--- src/rtl/mem_arbiter_if.sv ---
`default_nettype none
// +----------------------------------------------------------------------------+
// | mem_arbiter_if : CPU fetch/data request buses plus the shared memory port  |
// | Revision 1.0                                                               |
// +----------------------------------------------------------------------------+
interface mem_arbiter_if #(
  parameter int WORD_SIZE = 16
);
  logic                 i_readM;
  logic [WORD_SIZE-1:0] i_address;
  logic [WORD_SIZE-1:0] i_rdata;
  logic                 i_ready;
  logic                 d_readM;
  logic                 d_writeM;
  logic [WORD_SIZE-1:0] d_address;
  logic [WORD_SIZE-1:0] d_wdata;
  logic [WORD_SIZE-1:0] d_rdata;
  logic                 d_ready;
  logic                 m_readM;
  logic                 m_writeM;
  logic [WORD_SIZE-1:0] m_address;
  logic [WORD_SIZE-1:0] m_wdata;
  logic [WORD_SIZE-1:0] m_rdata;
  logic                 m_ack;

  // Arbiter side
  modport slave (
    input  i_readM, i_address, d_readM, d_writeM, d_address, d_wdata, m_rdata, m_ack,
    output i_rdata, i_ready, d_rdata, d_ready, m_readM, m_writeM, m_address, m_wdata
  );

  // CPU and memory side
  modport master (
    output i_readM, i_address, d_readM, d_writeM, d_address, d_wdata, m_rdata, m_ack,
    input  i_rdata, i_ready, d_rdata, d_ready, m_readM, m_writeM, m_address, m_wdata
  );
endinterface
`default_nettype wire

--- src/rtl/mem_arbiter.sv ---
`default_nettype none
// +----------------------------------------------------------------------------+
// | mem_arbiter : data-over-fetch arbiter for one multi-cycle memory port.     |
// | Optional MEM_ARBITER_PERF_EN adds grant/conflict counters.                 |
// | Revision 1.0                                                               |
// +----------------------------------------------------------------------------+
module mem_arbiter #(
  parameter int WORD_SIZE = 16
) (
  input  wire logic     Clk,
  input  wire logic     Reset_N,
  mem_arbiter_if.slave  bus
`ifdef MEM_ARBITER_PERF_EN
  ,
  output logic [WORD_SIZE-1:0] perf_i_grants,
  output logic [WORD_SIZE-1:0] perf_d_grants,
  output logic [WORD_SIZE-1:0] perf_conflicts
`endif
);

  typedef enum logic [1:0] {
    IDLE   = 2'd0,
    I_BUSY = 2'd1,
    D_BUSY = 2'd2
  } state_t;

  state_t               r_state, w_state;
  logic                 r_m_read, w_m_read;
  logic                 r_m_write, w_m_write;
  logic                 r_i_ready, w_i_ready;
  logic                 r_d_ready, w_d_ready;
  logic [WORD_SIZE-1:0] r_m_addr, w_m_addr;
  logic [WORD_SIZE-1:0] r_m_wdata, w_m_wdata;
  logic [WORD_SIZE-1:0] r_i_rdata, w_i_rdata;
  logic [WORD_SIZE-1:0] r_d_rdata, w_d_rdata;

  // A requester whose ready is high this cycle still holds its request; mask it.
  logic w_d_elig, w_i_elig;
  assign w_d_elig = (bus.d_readM | bus.d_writeM) & ~r_d_ready;
  assign w_i_elig = bus.i_readM & ~r_i_ready;

  always_ff @(posedge Clk or negedge Reset_N) begin
    if (!Reset_N) begin
      r_state   <= IDLE;
      r_m_read  <= 1'b0;
      r_m_write <= 1'b0;
      r_i_ready <= 1'b0;
      r_d_ready <= 1'b0;
      r_m_addr  <= '0;
      r_m_wdata <= '0;
      r_i_rdata <= '0;
      r_d_rdata <= '0;
    end else begin
      r_state   <= w_state;
      r_m_read  <= w_m_read;
      r_m_write <= w_m_write;
      r_i_ready <= w_i_ready;
      r_d_ready <= w_d_ready;
      r_m_addr  <= w_m_addr;
      r_m_wdata <= w_m_wdata;
      r_i_rdata <= w_i_rdata;
      r_d_rdata <= w_d_rdata;
    end
  end

  always_comb begin
    w_state   = r_state;
    w_m_read  = r_m_read;
    w_m_write = r_m_write;
    w_m_addr  = r_m_addr;
    w_m_wdata = r_m_wdata;
    w_i_rdata = r_i_rdata;
    w_d_rdata = r_d_rdata;
    w_i_ready = 1'b0;
    w_d_ready = 1'b0;
    case (r_state)
      IDLE: begin
        if (w_d_elig) begin
          w_state   = D_BUSY;
          w_m_addr  = bus.d_address;
          w_m_wdata = bus.d_wdata;
          w_m_write = bus.d_writeM;
          w_m_read  = ~bus.d_writeM;
        end else if (w_i_elig) begin
          w_state   = I_BUSY;
          w_m_addr  = bus.i_address;
          w_m_write = 1'b0;
          w_m_read  = 1'b1;
        end
      end
      I_BUSY: begin
        if (bus.m_ack) begin
          w_state   = IDLE;
          w_i_rdata = bus.m_rdata;
          w_i_ready = 1'b1;
          w_m_read  = 1'b0;
          w_m_write = 1'b0;
        end
      end
      D_BUSY: begin
        if (bus.m_ack) begin
          w_state   = IDLE;
          if (r_m_read) w_d_rdata = bus.m_rdata;
          w_d_ready = 1'b1;
          w_m_read  = 1'b0;
          w_m_write = 1'b0;
        end
      end
      default: w_state = IDLE;
    endcase
  end

  assign bus.m_readM   = r_m_read;
  assign bus.m_writeM  = r_m_write;
  assign bus.m_address = r_m_addr;
  assign bus.m_wdata   = r_m_wdata;
  assign bus.i_ready   = r_i_ready;
  assign bus.i_rdata   = r_i_rdata;
  assign bus.d_ready   = r_d_ready;
  assign bus.d_rdata   = r_d_rdata;

`ifdef MEM_ARBITER_PERF_EN
  logic [WORD_SIZE-1:0] r_perf_i, r_perf_d, r_perf_c;
  logic                 w_idle;
  assign w_idle = (r_state == IDLE);

  always_ff @(posedge Clk or negedge Reset_N) begin
    if (!Reset_N) begin
      r_perf_i <= '0;
      r_perf_d <= '0;
      r_perf_c <= '0;
    end else begin
      if (w_idle && w_d_elig)              r_perf_d <= r_perf_d + 1'b1;
      if (w_idle && !w_d_elig && w_i_elig) r_perf_i <= r_perf_i + 1'b1;
      if (w_idle && w_d_elig && w_i_elig)  r_perf_c <= r_perf_c + 1'b1;
    end
  end

  assign perf_i_grants  = r_perf_i;
  assign perf_d_grants  = r_perf_d;
  assign perf_conflicts = r_perf_c;
`endif

endmodule
`default_nettype wire
--- src/flat_wrapper.sv ---
// flat-port wrapper written by rule: the top's interface ports become plain ports
module mem_arbiter_flat 
#(
  parameter int WORD_SIZE = 16
)
  (Clk, Reset_N, bus_i_readM, bus_i_address, bus_d_readM, bus_d_writeM, bus_d_address, bus_d_wdata, bus_m_rdata, bus_m_ack, bus_i_rdata, bus_i_ready, bus_d_rdata, bus_d_ready, bus_m_readM, bus_m_writeM, bus_m_address, bus_m_wdata);
  mem_arbiter_if #(.WORD_SIZE(WORD_SIZE)) bus_i ();
  input  wire logic Clk;
  input  wire logic Reset_N;
  input wire logic [$bits(bus_i.i_readM)-1:0] bus_i_readM;
  input wire logic [$bits(bus_i.i_address)-1:0] bus_i_address;
  input wire logic [$bits(bus_i.d_readM)-1:0] bus_d_readM;
  input wire logic [$bits(bus_i.d_writeM)-1:0] bus_d_writeM;
  input wire logic [$bits(bus_i.d_address)-1:0] bus_d_address;
  input wire logic [$bits(bus_i.d_wdata)-1:0] bus_d_wdata;
  input wire logic [$bits(bus_i.m_rdata)-1:0] bus_m_rdata;
  input wire logic [$bits(bus_i.m_ack)-1:0] bus_m_ack;
  output wire logic [$bits(bus_i.i_rdata)-1:0] bus_i_rdata;
  output wire logic [$bits(bus_i.i_ready)-1:0] bus_i_ready;
  output wire logic [$bits(bus_i.d_rdata)-1:0] bus_d_rdata;
  output wire logic [$bits(bus_i.d_ready)-1:0] bus_d_ready;
  output wire logic [$bits(bus_i.m_readM)-1:0] bus_m_readM;
  output wire logic [$bits(bus_i.m_writeM)-1:0] bus_m_writeM;
  output wire logic [$bits(bus_i.m_address)-1:0] bus_m_address;
  output wire logic [$bits(bus_i.m_wdata)-1:0] bus_m_wdata;
  assign bus_i.i_readM = bus_i_readM;
  assign bus_i.i_address = bus_i_address;
  assign bus_i.d_readM = bus_d_readM;
  assign bus_i.d_writeM = bus_d_writeM;
  assign bus_i.d_address = bus_d_address;
  assign bus_i.d_wdata = bus_d_wdata;
  assign bus_i.m_rdata = bus_m_rdata;
  assign bus_i.m_ack = bus_m_ack;
  assign bus_i_rdata = bus_i.i_rdata;
  assign bus_i_ready = bus_i.i_ready;
  assign bus_d_rdata = bus_i.d_rdata;
  assign bus_d_ready = bus_i.d_ready;
  assign bus_m_readM = bus_i.m_readM;
  assign bus_m_writeM = bus_i.m_writeM;
  assign bus_m_address = bus_i.m_address;
  assign bus_m_wdata = bus_i.m_wdata;
  mem_arbiter #(.WORD_SIZE(WORD_SIZE)) u_core (.Clk(Clk), .Reset_N(Reset_N), .bus(bus_i));
endmodule
--- config.mk ---
export PLATFORM = sky130hd
export DESIGN_NAME = mem_arbiter_flat
export DESIGN_NICKNAME = d
export VERILOG_FILES = /design/src/rtl/mem_arbiter_if.sv /design/src/rtl/mem_arbiter.sv /design/src/flat_wrapper.sv
export SDC_FILE = /design/constraint.sdc
export NUM_CORES = 1
export LEC_CHECK = 0
export CAP_MARGIN = 40
export CORE_UTILIZATION = 60
export DETAILED_ROUTE_END_ITERATION = 8
export DONT_BUFFER_PORTS = 1
export PLACE_DENSITY = 0.82
export SYNTH_ARGS = -nofsm -noshare
export SYNTH_HDL_FRONTEND = slang
export SYNTH_SLANG_ARGS = --single-unit
--- constraint.sdc ---
create_clock -name Clk -period 4.8 [get_ports Clk]
set_input_delay 1.44 -clock Clk [delete_from_list [all_inputs] [get_ports Clk]]
set_output_delay 1.44 -clock Clk [all_outputs]
set_load 0.05 [all_outputs]
* After elaboration in Yosys (flattened, before gate mapping)
Index checks and enable logic that the tools add are counted.
** Storage, ports and cells
- Bits in registers :: 70
- Bits of input ports :: 70
** Operators by class
- Eq/ne operators :: 4
- Muxes and demuxes :: 16
- Bitwise gates (word level) :: 6
- Reduce and logical (&&, ||, !) cells :: 10
** Operators with widths (number)
- $mux W16 :: 2
- $mux W1 :: 8
- $reduce_and A2 Y1 :: 4
- $mux W2 :: 3
- $reduce_and A3 Y1 :: 2
- $pmux W1 S2 :: 2
- $pmux W2 S2 :: 1
- $reduce_bool A2 Y1 :: 2
- $ne A3 B1 Y1 const B :: 1
- $not A1 Y1 :: 3
- $and A1 B1 Y1 :: 2
- $eq A2 B1 Y1 const B :: 1
- $eq A2 B2 Y1 const B :: 1
- $logic_not A2 Y1 :: 1
- $ne A2 B1 Y1 const B :: 1
- $reduce_or A2 Y1 :: 1
- $or A1 B1 Y1 :: 1

* Longest topological paths before layout
Gate-level depths: netlist of run 1.
- Depth in word-level cells :: 5
- Depth in mapped cells :: 6

* Worst setup path before layout of run 1
No wires, ideal clock.
- Kind :: input -> register
- From :: input bus_d_writeM
- To :: register u_core.r_m_addr[0] (netlist: u_core.bus.m_address[0])
- Library setup time :: 123 ps
- Data arrival time :: 2595 ps
- Setup slack :: 2082 ps
- Cell stages on the path :: 6
- Path through :: o21ba_1 buf_6 or3b_1 buf_6 buf_6 o221a_1
** Between the ends
- Word-level cells in the longest chain between the ends :: 4
** Ends and longest elaborated chain
- start: declaration :: line flat_wrapper.sv:13 : input wire logic [$bits(bus_i.d_writeM)-1:0] bus_d_writeM;
- $or A1 B1 Y1 * :: line mem_arbiter.sv:39 : assign w_d_elig = (bus.d_readM | bus.d_writeM) & ~r_d_ready;
- $and A1 B1 Y1 * :: line mem_arbiter.sv:39
- $reduce_bool A2 Y1 (no line)
- $reduce_and A2 Y1 (no line)
- end signal: assignment :: line mem_arbiter.sv:59 : r_m_addr <= w_m_addr;
- end: declaration :: line mem_arbiter.sv:32 : logic [WORD_SIZE-1:0] r_m_addr, w_m_addr;
Mark *: on every way between the ends. The rest lies on a longest branch, timed or not.
A chain may end at the register's enable or synchronous reset.

* Worst setup path after layout of run 1
- From :: input bus_d_writeM
- To :: register u_core.r_m_wdata[2] (netlist: u_core.bus.m_wdata[2])
** Between the ends
- Word-level cells in the longest chain between the ends :: 3
** Ends and longest elaborated chain
- $or A1 B1 Y1 :: line mem_arbiter.sv:39
- $and A1 B1 Y1 :: line mem_arbiter.sv:39
- $reduce_and A2 Y1 (no line)
- end signal: assignment :: line mem_arbiter.sv:60 : r_m_wdata <= w_m_wdata;
- end: declaration :: line mem_arbiter.sv:33 : logic [WORD_SIZE-1:0] r_m_wdata, w_m_wdata;
Every way passes these cells.

==> reports/metrics.cfg, run 1 <==
[status]
status=complete, but fails checks
violations=DRC

[setup_path]
worstPathCellList=o21ba_1 -> nand2_1 -> mux2_2
critPathLaunch=bus_d_writeM
r2r_start=u_core.bus.d_ready$_DFF_PN0_
cp_max_fo=18
r2r_cells=3
critPathLaunchType=primary input
critical_path_class=in2reg
r2r_slack_ns=2.35
arrival_ns=2.99
cp.required_ns=5.02
crit_path_end_kind=flop
r2r_end=u_core.bus.m_wdata[2]$_DFFE_PN0P_
slowest_stage=nand2_1
critical-path-max-stage-delay_ns=0.57

[die]
ios=138
die-area_um2=5050
die_x_um=71.1
start_util_pct=64.0
fp.coreArea_um2=4470
dieHeight_um=71.1
rows=24

[clock_tree]
ctsHoldBuffers=0
cts_buffer_depth=2
clk_pin_slew_worst_paths_ns=0.07
cts_setup_buffers=0
cts_buffers=9
clk_latency_ns=0.34
cts-root-buf=clkbuf_8
cts_max_level=3
cts_tree=built
cts.sinks=70
cts_resized=0

[min_path]
hold_path.class=reg2reg
hold_depth=1
holdPathEnd=u_core.r_state[0]$_DFFE_PN0P_
hold_start=u_core.r_state[0]$_DFFE_PN0P_

[place]
gp_congestion=0.733
dp_hpwl_mm=4.11
portBuffers=0

[synth]
synth_enable_flop_cells=0
syn-mean-instance-area_um2=15.1
yosys-top-cells-count=dfrtp_1 (70), mux2_2 (48), nand3b_1 (16)
netlist_instances=189
yosysTopAreaCell=dfrtp_1
ys.flop_type=dfrtp_1
synthMostInstantiatedCell=dfrtp_1
synthTopCellsByArea=dfrtp_1 (61%), mux2_2 (19%), o221a_1 (5.5%)
async_reset_ff_share_pct=100
synth-seq-area-share_pct=61.2
yosys_register_bits=70
synth.distinct_cells=27
synth_fp_nets=263
yosys_warnings=0
synth.cell_area_um2=2860
synth_top_area_share_pct=61.2

[global_route]
antenna_found_initial=0
grt_pass1_wl_mm=8.67
grt_use_total_pct=23.5
grt_pass1_vias=1792
grt_max_degree=71
grt_overflow=0

[route]
antenna_left=0
detail_route.first_pass.iterations=6
vias_per_cell=6.64
drtIter0Drc=129
num_vias=1633
drc=9
wl_mm=5.77
wl_per_cell_um=23.5

[sta]
worst_slew_pin_slew_ns=0.746
finClkSkew_ns=0.00262
rsz0062_at_grt=no
relSlewSlack_pct=50.3
slew_viol_final=0
hold_viol=0
finalSetupViolCount=0
max_freq_mhz=361
period_minus_slack_ns=2.77
fin_crit_sh_pct=57.7
fin_setup_tns_ns=0

[layout]
multi_input_comb_area_um2=1030
final_layout_size_suffix_gt1_share_pct=33.5
area_delta_synth_final_pct=6.38
fill_cells=336
regArea_um2=1750
diodes=0
layout.nets=265

[job]
max-cap-violations=0

## worst max-delay path by stage
stage                                          endpoint  slack, ns  cells past startpoint
detailed placement    u_core.bus.m_wdata[8]$_DFFE_PN0P_       1.66                      3
finish                u_core.bus.m_wdata[2]$_DFFE_PN0P_       2.03                      3
floorplan           u_core.bus.m_address[0]$_DFFE_PN0P_       2.08                      6
global route          u_core.bus.m_wdata[2]$_DFFE_PN0P_       1.86                      3
global placement      u_core.bus.m_wdata[0]$_DFFE_PN0P_       1.82                      3
CTS                   u_core.bus.m_wdata[2]$_DFFE_PN0P_       2.03                      3
## flip-flops by register name, indices dropped and copies added (netlist names)
| signal | cells |
|---|---|
| u_core.bus.d_rdata | 16 |
| u_core.bus.d_ready | 1 |
| u_core.bus.i_rdata | 16 |
| u_core.bus.i_ready | 1 |
| u_core.bus.m_address | 16 |
| u_core.bus.m_readM | 1 |
| u_core.bus.m_wdata | 16 |
| u_core.bus.m_writeM | 1 |
| u_core.r_state | 2 |
## through the flow
stage	instance area [um2]	hold WS (ns)	instances	utilization (%)	setup slack, ns
after floorplan	2860	0.534	189	-	2.08
after global placement	2860	0.543	231	64.0	1.82
after detailed placement	2870	0.573	232	64.2	1.66
after CTS	3050	0.586	246	68.1	2.03
after global routing	3050	0.614	246	68.1	1.86
final	3050	0.590	246	68.1	2.03
## layout make-up
type	count	area share, %
inverters	5	0.616
well taps	52	2.14
repair buffers	1	0.247
multi-input cells	104	33.8
flip-flops and latches	70	57.5
clock inverters	1	0.164
clock buffers	13	5.55
## critical path, delay by kind of cell
kind            cells  cell delay, ns
mux                 1            0.46
compound gates      1            0.51
simple gates        1            0.57
## cell families after synthesis
kind of cell    Yosys count  share of synthesized area (%)
flops                    70                           61.2
mux                      48                           18.9
compound gates           27                           9.35
simple gates             25                           5.94
buf+inv                  15                           2.88
fa+ha+maj                 4                           1.75
## cells in the final DEF, fill, tap and decap left out, drive strengths merged, types with 2 or more instances in the layout
cell type and instances:
clkbuf 13, a311oi 2, ha 4, nand2 3
mux2 48, inv 5, o21ba 2, nand3b 16
o221a 16, dfrtp 70
## metal layers
| layer | global-route usage (%) | vias up | wire, um |
|---|---|---|---|
| li1 | - | 701 | - |
| met1 | 25.0 | 829 | 2010 |
| met2 | 40.5 | 90 | 3060 |
| met3 | 8.12 | 13 | 544 |
| met4 | 14.0 | 0 | 153 |
| met5 | 0 | - | 0 |
Power of run 1 is left out: the tool's default activity adds up to more than one toggle a clock period on the data nets, which glitch-free logic cannot reach.
==> inputs of run 2 (changes only) <==
==> constraint.sdc (replaced) <==
create_clock -name Clk -period 2.7 [get_ports Clk]
set_input_delay 0.81 -clock Clk [delete_from_list [all_inputs] [get_ports Clk]]
set_output_delay 0.81 -clock Clk [all_outputs]
set_load 0.05 [all_outputs]
==> run 2 against run 1 <==
Compared with the run above: the flow still finishes with violations (DRC); clock skew is 0.0081 ns higher; sequential share of layout area decreased by 1.3 points; first-iteration DRC count down 27%; sequential cell count stayed put; setup slack lost 1.4 ns; routed wire length shrank 1.4%; die area unchanged; clock-buffer cell count down 1; utilization grew 1.6 points; register-to-register slack lost 1.8 ns; cell count up 2.4%; critical endpoint is now u_core.bus.m_address[7]$_DFFE_PN0P_; highest routed layer unchanged.
==> reports/metrics.cfg, run 2 (same netlist as run 1, synthesis figures left out) <==
[layout]
fill_cells=330
regArea_um2=1750
layout_commonest_cell=dfrtp_1
layout.nets=269
area_delta_synth_final_pct=8.87
multi_input_comb_area_um2=1030
diodes=0
mostFrequentLayoutCells=dfrtp_1 (70), mux2_2 (48), nand3b_1 (16), o221a_1 (14), clkbuf_8 (10)
final_layout_size_suffix_gt1_share_pct=35.0

[sta]
slew_viol_final=0
fin_setup_tns_ns=0
finClkSkew_ns=0.0107
relSlewSlack_pct=51.5
hold_ws_ns=0.166
rsz0062_at_grt=no
fin_crit_sh_pct=78.1
period_minus_slack_ns=2.11
max_freq_mhz=474
worst_slack_ns=0.590
worst_slew_pin_slew_ns=0.726
finalSetupViolCount=0
hold_viol=0

[job]
max-cap-violations=0

[clock_tree]
cts_buffers=9
cts_resized=0
cts.sinks=70
cts-root-buf=clkbuf_8
cts_setup_buffers=0
clk_pin_slew_worst_paths_ns=0.07
cts_tree=built
cts_max_level=3
cts_buffer_depth=2
clk_latency_ns=0.33
ctsHoldBuffers=0

[place]
dp_hpwl_mm=4.08
place_ws_ns=0.584
portBuffers=0
gp_congestion=0.776

[die]
fp.coreArea_um2=4470
die_x_um=71.1
rows=24
dieHeight_um=71.1
start_util_pct=64.0
die-area_um2=5050
ios=138

[setup_path]
worstPathCellList=inv_1 -> ha_1 -> buf_4 -> or3b_1 -> o221a_1
crit_buf_inv=2
critical_path_class=reg2reg
cp.required_ns=2.90
path_delay_family=simple AND/OR/NAND/NOR gates
cp_max_fo=20
critPathLaunchType=flop
arrival_ns=2.31
crit_path_end_kind=flop
slowest_stage=or3b_1
critical-path-max-stage-delay_ns=0.63

[route]
vias_per_cell=6.56
drc=9
detail_route.first_pass.iterations=6
wl_mm=5.69
drtIter0Drc=94
wl_per_cell_um=22.6
num_vias=1652
antenna_left=0

[min_path]
hold_path.class=in2async

[global_route]
grt_max_degree=71
grt_pass1_vias=1853
grt_pass1_wl_mm=8.92
antenna_found_initial=0
grt_use_total_pct=23.7
grt_overflow=0

[status]
violations=DRC
status=complete, but fails checks

## run 2: worst reg2reg max path, cell delays in order, from the launching register on
cell     delay (ns)
dfrtp_1        0.43
inv_1          0.11
ha_1           0.21
buf_4          0.25
or3b_1         0.63
o221a_1        0.36
## run 2: stage by stage
stage | std cells | cell area [um2] | utilization [%]
CTS | 252 | 3120 | 69.7
global route | 252 | 3120 | 69.7
finish | 252 | 3120 | 69.7
global placement | 235 | 2890 | 64.7
floorplan | 189 | 2860 | -
detailed placement | 236 | 2900 | 64.8
## run 2: final cells by class
| type | count | share of cell area (%) |
|---|---|---|
| multi-input combinational | 104 | 33.0 |
| clock inverter | 4 | 2.25 |
| sequential | 70 | 56.2 |
| clock buffer | 12 | 4.66 |
| inverter | 5 | 0.602 |
| tap | 52 | 2.09 |
| timing repair buffer | 5 | 1.20 |
## run 2: metal layers
metal | part of all wire (%) | global-route usage [%]
met1 | 36 | 26.2
met2 | 53 | 40.4
met3 | 9.3 | 8.97
met4 | 1.7 | 11.3
met5 | 0 | 0
## run 2: path summary, 6_finish.rpt
path,to,slack [ns],cells after the start,startpoint
worst max-delay path,u_core.bus.m_address[7]$_DFFE_PN0P_,0.59,5,u_core.r_state[0]$_DFFE_PN0P_
worst min-delay path,u_core.bus.m_address[8]$_DFFE_PN0P_,0.17,0,Reset_N
worst max register to register,u_core.bus.m_address[7]$_DFFE_PN0P_,0.59,5,u_core.r_state[0]$_DFFE_PN0P_
worst min register to register,u_core.r_state[0]$_DFFE_PN0P_,0.61,1,u_core.r_state[0]$_DFFE_PN0P_
max in group asynchronous,u_core.bus.i_rdata[4]$_DFFE_PN0P_,2.42,0,Reset_N
min in group Clk,u_core.r_state[0]$_DFFE_PN0P_,0.61,1,u_core.r_state[0]$_DFFE_PN0P_
Power of run 2 is left out for the same reason.
==> inputs of run 3 (changes only) <==
--- a/config.mk
+++ b/config.mk
@@ -5,11 +5,12 @@
 export SDC_FILE = /design/constraint.sdc
 export NUM_CORES = 1
 export LEC_CHECK = 0
+export ABC_AREA = 1
 export CAP_MARGIN = 40
-export CORE_UTILIZATION = 60
+export CORE_UTILIZATION = 56
 export DETAILED_ROUTE_END_ITERATION = 8
 export DONT_BUFFER_PORTS = 1
-export PLACE_DENSITY = 0.82
+export PLACE_DENSITY = 0.8
 export SYNTH_ARGS = -nofsm -noshare
 export SYNTH_HDL_FRONTEND = slang
 export SYNTH_SLANG_ARGS = --single-unit
==> constraint.sdc (replaced) <==
create_clock -name Clk -period 1.9 [get_ports Clk]
set_input_delay 0.57 -clock Clk [delete_from_list [all_inputs] [get_ports Clk]]
set_output_delay 0.57 -clock Clk [all_outputs]
set_load 0.05 [all_outputs]
==> run 3 against run 2 <==
Compared with the run above: the flow finishes with violations (hold timing); setup slack worse by 0.25 ns; synthesized cell count grew 85%; sequential share of layout area fell by 1.5 points.
==> reports/metrics.cfg, run 3 <==
[route]
highest_layer=met4
wl_met2_mm=2.80
wl_mm=5.73
wl_per_cell_um=13.4
vias_per_cell=5.07
antenna_left=0
drc=0
num_vias=2171
m1WireLength_mm=2.40
dr_wl_met3_um=492
drtIter0Drc=96
detail_route.first_pass.iterations=4

[place]
place_area_um2=3020
portBuffers=0
dp_hpwl_mm=4.09
dpl.cell_count=412
gp_congestion=0.708

[synth]
yosysTopAreaCell=dfrtp_1
netlist_instances=349
yosys-top-cells-count=nand2_1 (159), dfrtp_1 (70), o21ai_0 (49)
synthMostInstantiatedCell=nand2_1
yosys_warnings=0
yosys_register_bits=70
synth_enable_flop_cells=0
synth.cell_area_um2=2950
synth_top_area_share_pct=59.4
synth.distinct_cells=16
synth-seq-area-share_pct=59.4
ys.flop_type=dfrtp_1
synthTopCellsByArea=dfrtp_1 (59%), nand2_1 (20%), o21ai_0 (8.3%)
async_reset_ff_share_pct=100
syn-mean-instance-area_um2=8.45
synth_fp_nets=423

[die]
die_x_um=74.6
start_util_pct=58.1
rows=26
die-area_um2=5560
fp.coreArea_um2=5070
ios=138
dieHeight_um=74.6

[layout]
fin_cells=428
fin_area_um2=3200
mostFrequentLayoutCells=nand2_1 (159), dfrtp_1 (70), o21ai_0 (49), inv_1 (41), clkbuf_8 (9)
layout.nets=427
diodes=0
fill_cells=454
layout_commonest_cell=nand2_1
area_delta_synth_final_pct=8.66
final_layout_size_suffix_gt1_share_pct=6.98

[clock_tree]
cts_setup_buffers=0
cts_buffers=9
cts_buffer_depth=2
cts.sinks=70
cts_resized=0
cts-root-buf=clkbuf_8
cts_tree=built
cts_max_level=3
clk_latency_ns=0.33
clk_pin_slew_worst_paths_ns=0.08

[global_route]
grt_overflow=0
grt_pass1_vias=1999
grt_use_total_pct=21.3
grt_pass1_wl_mm=8.63
grt_max_degree=71
antenna_found_initial=0

[sta]
finalSetupViolCount=0
hold_ws_ns=-0.0737
worst_slew_pin_slew_ns=0.626
fin_crit_sh_pct=81.9
rsz0062_at_grt=no
hold_viol=70
period_minus_slack_ns=1.56
relSlewSlack_pct=58.3
slew_viol_final=0
fin_setup_tns_ns=0
max_freq_mhz=642
finClkSkew_ns=0.0118

[setup_path]
crit_path_end_kind=primary output
critPathLaunchType=flop
r2r_slack_ns=0.39
r2r_cells=7
crit_path_end=bus_m_readM
critPathLaunch=u_core.bus.m_readM$_DFFE_PN0P_
r2r_end=u_core.bus.m_address[10]$_DFFE_PN0P_
r2r_start=u_core.r_state[0]$_DFFE_PN0P_
arrival_ns=0.99
cp.depth=0
cp.required_ns=1.33
critical_path_class=reg2out
cp_max_fo=3

[status]
violations=hold timing
status=complete, but fails checks

[job]
max-cap-violations=0

[min_path]
hold_path.class=in2async

## run 3: cell count changes after synthesis, sizes merged, moves of 2 or more
cell    previous run  this run
nand2              3       159
o21ai              0        50
mux2              48         0
inv                5        42
nand3b            16         0
o221a             16         0
clkbuf             4         7
nor2               1         4
a21oi              1         3
a311oi             2         0
nand3              0         2
nand4              0         2
o21ba              2         0
## run 3: through the flow
step	util, %	setup slack (ns)	hold slack [ns]
floorplan	-	0.368	0.274
finish	63.1	0.343	-0.0737
detailed placement	59.5	0.366	0.276
global route	63.1	0.193	-0.101
CTS	63.1	0.319	-0.0861
global placement	59.5	0.426	0.276
## run 3: worst register-to-register path: cells and delay by family (launching register included)
kind,cells,cell delay [ns]
DFF,1,0.40
buffers and inverters,2,0.23
adders and majority gates,1,0.19
and+or+nand+nor,4,0.62
## run 3: cell type report
type                            instances  area [um2]  area share [%]
Clock inverter                          5        50.0            1.56
Inverter                               42         158            4.92
Clock buffer                           11         131            4.10
Sequential cell                        70        1750            54.7
Multi-Input combinational cell        224         980            30.6
Tap cell                               70        87.6            2.73
Timing Repair Buffer                    6        45.0            1.41
## run 3: routing by layer
layer  vias to the layer above  global-route usage [%]
met5                         -                       0
met2                        93                    36.4
met4                         0                    9.43
met1                      1000                    22.6
met3                         7                    9.49
li1                       1071                       -
## run 3: how the worst min path moves through the flow
stage	startpoint	to	cells past startpoint	slack, ns
floorplan	Reset_N	u_core.bus.d_rdata[0]$_DFFE_PN0P_	0	0.27
global route	Reset_N	u_core.bus.m_address[0]$_DFFE_PN0P_	0	-0.10
finish	Reset_N	u_core.bus.m_address[0]$_DFFE_PN0P_	0	-0.07
CTS	Reset_N	u_core.bus.d_rdata[10]$_DFFE_PN0P_	0	-0.09
global placement	Reset_N	u_core.bus.m_wdata[12]$_DFFE_PN0P_	0	0.28
detailed placement	Reset_N	u_core.bus.m_wdata[0]$_DFFE_PN0P_	0	0.28
## run 3: logic make-up (layout without fill, tap and decap cells)
| kind of cell | after synthesis | after routing | share of synthesized area (%) |
|---|---|---|---|
| compound gates | 53 | 53 | 9.51 |
| fa+ha+maj | 4 | 4 | 1.70 |
| flops | 70 | 70 | 59.4 |
| buf+inv | 55 | 64 | 7.34 |
| simple gates | 167 | 167 | 22.0 |
Power of run 3 is left out for the same reason.
